[config.mk]
export PLATFORM = sky130hd
export DESIGN_NAME = fft_out_serializer
export DESIGN_NICKNAME = d
export VERILOG_FILES = /design/src/rtl/fft_pkg.sv /design/src/rtl/fft_out_serializer.sv
export SDC_FILE = /design/constraint.sdc
export NUM_CORES = 1
export LEC_CHECK = 0
export CORE_MARGIN = 1.5
export CORE_UTILIZATION = 50
export DETAILED_ROUTE_END_ITERATION = 7
export GPL_ROUTABILITY_DRIVEN = 0
export HOLD_SLACK_MARGIN = 0.1
export PLACE_DENSITY = 0.8
export SETUP_SLACK_MARGIN = 0.02
export SYNTH_ARGS = -nofsm -noshare
export SYNTH_HDL_FRONTEND = slang
export SYNTH_SLANG_ARGS = --single-unit
[constraint.sdc]
create_clock -name clk -period 2.02 [get_ports clk]
set_input_delay 0.303 -clock clk [delete_from_list [all_inputs] [get_ports clk]]
set_output_delay 0.303 -clock clk [all_outputs]
set_load 0.05 [all_outputs]
[src/rtl/fft_pkg.sv]
// Shared definitions for the 8-point FFT pipeline: sizes, default data width,
// bin-index bit reversal and the output serializer state encoding.
// Pure declarations; no logic, no latency, no flow control.
package fft_pkg;

    localparam int N          = 8;
    localparam int LOG2N      = 3;
    localparam int DW_DEFAULT = 16;

    // Reverse the three index bits: 0,1,2,3,4,5,6,7 -> 0,4,2,6,1,5,3,7
    function automatic logic [LOG2N-1:0] bitrev3(input logic [LOG2N-1:0] v);
        return {v[0], v[1], v[2]};
    endfunction

    typedef enum logic {
        IDLE   = 1'b0,
        STREAM = 1'b1
    } state_t;

endpackage : fft_pkg

[src/rtl/fft_out_serializer.sv]
// Purpose: capture one parallel 8-bin complex frame and stream it one bin per beat.
// Latency: frame accepted at edge N presents its first bin in cycle N+1; 8 beats per frame.
// Backpressure: out_ready low freezes all outputs; in_ready opens only when idle or as the last beat leaves.
// Build option FFT_SER_BITREV_EN: emit bins in bit-reversed order instead of natural order.
module fft_out_serializer
    import fft_pkg::*;
#(
    parameter int DW  = DW_DEFAULT,
    parameter int FCW = 8
) (
    input  logic              clk,
    input  logic              rst,
    input  logic              in_valid,
    output logic              in_ready,
    input  logic [DW-1:0]     xr0,
    input  logic [DW-1:0]     xr1,
    input  logic [DW-1:0]     xr2,
    input  logic [DW-1:0]     xr3,
    input  logic [DW-1:0]     xr4,
    input  logic [DW-1:0]     xr5,
    input  logic [DW-1:0]     xr6,
    input  logic [DW-1:0]     xr7,
    input  logic [DW-1:0]     xi0,
    input  logic [DW-1:0]     xi1,
    input  logic [DW-1:0]     xi2,
    input  logic [DW-1:0]     xi3,
    input  logic [DW-1:0]     xi4,
    input  logic [DW-1:0]     xi5,
    input  logic [DW-1:0]     xi6,
    input  logic [DW-1:0]     xi7,
    output logic              out_valid,
    input  logic              out_ready,
    output logic [DW-1:0]     out_re,
    output logic [DW-1:0]     out_im,
    output logic [LOG2N-1:0]  out_idx,
    output logic              out_last,
    output logic [FCW-1:0]    out_frame
);

    localparam logic [LOG2N-1:0] LAST_BEAT = LOG2N'(N - 1);

    logic [N-1:0][DW-1:0] re_q;
    logic [N-1:0][DW-1:0] im_q;
    logic [N-1:0][DW-1:0] re_in;
    logic [N-1:0][DW-1:0] im_in;

    state_t           state_q, state_d;
    logic [LOG2N-1:0] cnt_q,   cnt_d;
    logic [FCW-1:0]   frame_q, frame_d;
    logic [LOG2N-1:0] sel;
    logic             accept;
    logic             beat;
    logic             last_beat;

    assign re_in = {xr7, xr6, xr5, xr4, xr3, xr2, xr1, xr0};
    assign im_in = {xi7, xi6, xi5, xi4, xi3, xi2, xi1, xi0};

    assign beat      = (state_q == STREAM) && out_ready;
    assign last_beat = beat && (cnt_q == LAST_BEAT);

    // A new frame may land while idle, or on the same edge the final beat departs (no bubble)
    assign in_ready = rst && ((state_q == IDLE) || last_beat);
    assign accept   = in_valid && in_ready;

`ifdef FFT_SER_BITREV_EN
    assign sel = bitrev3(cnt_q);
`else
    assign sel = cnt_q;
`endif

    assign out_valid = (state_q == STREAM);
    assign out_last  = out_valid && (cnt_q == LAST_BEAT);
    assign out_idx   = sel;
    assign out_re    = re_q[sel];
    assign out_im    = im_q[sel];
    assign out_frame = frame_q;

    // Next-state for the beat counter, state and frame sequence number
    always_comb begin
        state_d = state_q;
        cnt_d   = cnt_q;
        frame_d = frame_q;
        if (last_beat) begin
            frame_d = frame_q + {{(FCW-1){1'b0}}, 1'b1};
        end
        if (accept) begin
            state_d = STREAM;
            cnt_d   = '0;
        end else if (last_beat) begin
            state_d = IDLE;
            cnt_d   = '0;
        end else if (beat) begin
            cnt_d   = cnt_q + 3'd1;
        end
    end

    // State registers and frame buffer; the buffer is cleared so reset drives zero data
    always_ff @(posedge clk) begin
        if (!rst) begin
            state_q <= IDLE;
            cnt_q   <= '0;
            frame_q <= '0;
            re_q    <= '0;
            im_q    <= '0;
        end else begin
            state_q <= state_d;
            cnt_q   <= cnt_d;
            frame_q <= frame_d;
            if (accept) begin
                re_q <= re_in;
                im_q <= im_in;
            end
        end
    end

endmodule : fft_out_serializer

==> results.md <==
* # rows at 58
* Seq/Total Area, Yosys at 0.421
* Least-Margin Pin Slew at approximately 0.66 ns
* CP arrival at about 2.2 ns
* Fmax at roughly 400 MHz
* Logic pwr share at 0.180
* Ratio of final minimum period to clock period at 1.25
* Via count at roughly 10k
* Crit-path cells: buf_8, buf_12, mux4_2, mux2_4, buf_6
* Crit path max-delay family: multiplexers
* Largest cells by area after synthesis: dfxtp_1, mux2i_1, mux4_2, nand2_1, inv_1
* Maximum root-to-sink buffer count at 3
* Total gr overflow at 0
* Share of cells above drive strength 1 at 0.188
* Worst Setup Start Kind: flop
* Clock root buffer: clkbuf_16
* Post-synth ARST share at 0
* YS warnings at 0
* Clk sinks at about 270
* CTS H-Tree Depth at 1
* First-pass GRT wire length at around 52000 um
* Port bufs at 305
* Area Overhead vs Synth at 46.9%
* Post-synth EDFFs at 0
* Outcome: complete, but fails checks
* Hold Fails Final Rpt at 0
* Worst Setup Slack, final at -0.498 ns
* GR Util All Layers at 0.254
* Antenna violations before repair at 2
* Synth cell types at 31
* Post-synth net total at between 1.5k and 2k
* Final Slew Violations at 0
* Die ar. at roughly 26000 sq um
* DPL Wire Length at between 20000 and 25000 um
* # Max-Cap Violations at 0
* Top Ports at between 300 and 400
* DR DRC count at 0
* Yosys reg bits at ~270
* Net Sw Frac at 0.250
* NetSw at approximately 3.5 mW
* Crit Path Class: flop to primary output
* Largest net degree at the start of global routing at roughly 140
* Power share of the clock group at 0.402
* Leakage at 9.61 nW
* Die Wd at 163 um
* Layout net count at 1891
* Synth Instances at around 1.3k
* Final setup vio count at 291
* WP buf/inv at 3
* Post-Syn Area at between 10000 and 15000 sq um
* Crit. End Element: primary output
* Violated checks: negative setup slack
* DR pass1 iterations at 5
* Maximum fanout along the worst path at 5
* Mean routed wirelength per cell at 19.4 um
* Final Util at 0.745
* P_int at about 11 mW
* Yosys top cell by area: dfxtp_1
* Tmin final at around 2.5 ns
* Slew HR at 0.563
* Pre-CTS setup slack at -0.0415 ns
* Post-synth top area share at 0.421
* Initial Utilization at 0.507
* Drt total wl at 38400 um
* Worst path max stage delay at 0.57 ns
* Cell Pwr Density at 749 nW/um^2
* Mean Syn Cell Area at between 10 and 15 sq um
* Antenna viol nets, final at 0
* Iter 0 DRT Violations at around 680
* Clock slew at reported path FFs at ~0.06 ns
* CTS tree: done
* Clk Latency, worst-skew pair at about 0.55 ns
* Worst min path class: primary input to flop
* CTS Buf Count at 29
* Maximum resistive drop on vdd at 0.000699 V
* Clock Skews at 0.0161 ns
* RSZ-0062 raised after global routing: true
* Die height at 163 um
* Number of diodes at 0
* Core Footprint at 25100 sq um
* Vias per cell at between 5 and 6
* Vias in the first global route at about 10k
* Worst path slowest cell: mux4_2
* Reg power frac at 0.418
* Required @ worst endpoint at approximately 1.7 ns
* Main synth FF type: dfxtp_1
synth_stat cells (2+ instances only):
master / instances
ha_1: 3
nand3_1: 2
nand2_1: 262
clkbuf_1: 33
buf_12: 22
dfxtp_1: 268
mux4_2: 64
a21oi_1: 4
inv_1: 260
buf_4: 2
nor2_1: 7
o31ai_1: 3
a221oi_1: 2
xor2_1: 2
buf_8: 4
nand4b_1: 2
mux2_2: 33
buf_6: 5
mux2i_1: 258
buf_2: 11
or4_1: 3
flip-flops by register name, summed over array words and instances, names as in the netlist:
signal / flops
out_idx: 3
im_q: 128
re_q: 128
out_frame: 8
out_valid: 1
worst reg2reg max path, cell delays in order, from the launching register on:
cell and delay, ns:
dfxtp_4 0.39, buf_8 0.14, buf_4 0.12, ha_4 0.13, ha_4 0.13, a21boi_2 0.05
nand3b_1 0.29, buf_12 0.23, buf_12 0.13, buf_16 0.14, clkbuf_16 0.16, and3_1 0.16
final cells by class:
cell class                 instances  area, sq um
timing repair buffer             414         5100
clock inverter                    16          211
fill                            1674         6400
multi-input combinational        655         5840
inverter                         260          976
clock buffer                      36          792
sequential                       268         5370
tap                              330          413
stage by stage:
stage	power, mW	area, sq um	setup TNS (ns)	cells	hold slack, ns
after floorplan	7.16	12800	0	1260	0.407
after detailed placement	8.04	16100	-0.674	1857	0.450
after global routing	14.5	18700	-62.97	1979	0.275
final	14.0	18700	-38.96	1979	0.255
after global placement	7.98	16100	0	1857	0.441
after CTS	13.7	17600	-15.44	1931	0.249
logic make-up after synthesis:
group / share of synthesized area
multiplexers: 0.345
buffers and inverters: 0.136
AND/OR/NAND/NOR: 0.0877
flip-flops: 0.421
AO/OA/AOI/OAI: 0.00599
adder cells (fa/ha/maj): 0.00295
XOR/XNOR: 0.00138
repair_timing:
action | CTS | global route
endpoints found under the setup margin | 171 | 221
hold buffers | 0 | 0
cloned | 4 | 35
resized for setup | 63 | 53
pin swaps | 3 | 3
setup buffers | 18 | 15
layout by cell type, fill, tap and decap left out, types with 6 or more instances in the layout:
cell type and count:
clkbuf_16 60, clkdlybuf4s50_1 258, buf_12 22, nor2_1 6, mux2i_1 253, inv_1 260
buf_4 34, mux2_4 30, clkinv_2 9, nand2_1 262, mux4_2 64, buf_8 12
dlygate4sd2_1 8, dfxtp_1 265, buf_6 33, buf_16 15
power by group through the flow:
stage                     registers, mW  clock network (mW)  logic (mW)
after floorplan                    5.90                   0        1.25
after detailed placement           5.96                   0        2.08
after global routing               5.89                5.92        2.65
after CTS                          5.85                5.64        2.22
after global placement             5.94                   0        2.04
final                              5.86                5.64        2.52
per-layer routing:
metal / up-vias / share of wire / global-route usage
li1: 4779 / - / -
met1: 4914 / 0.37 / 0.296
met2: 425 / 0.52 / 0.462
met3: 85 / 0.075 / 0.0576
met4: 4 / 0.033 / 0.0796
met5: - / 0.00065 / 0
final timing paths:
check	cells after the start	end	slack, ns	startpoint
worst min register to register	2	re_q[125]	0.46	re_q[125]
worst min-delay path	3	out_frame[1]	0.25	rst
worst max register to register	11	out_idx[0]	-0.18	out_idx[0]
worst max-delay path	5	out_re[8]	-0.50	out_idx[0]
Note: power is estimated with default switching activity, not from simulation.
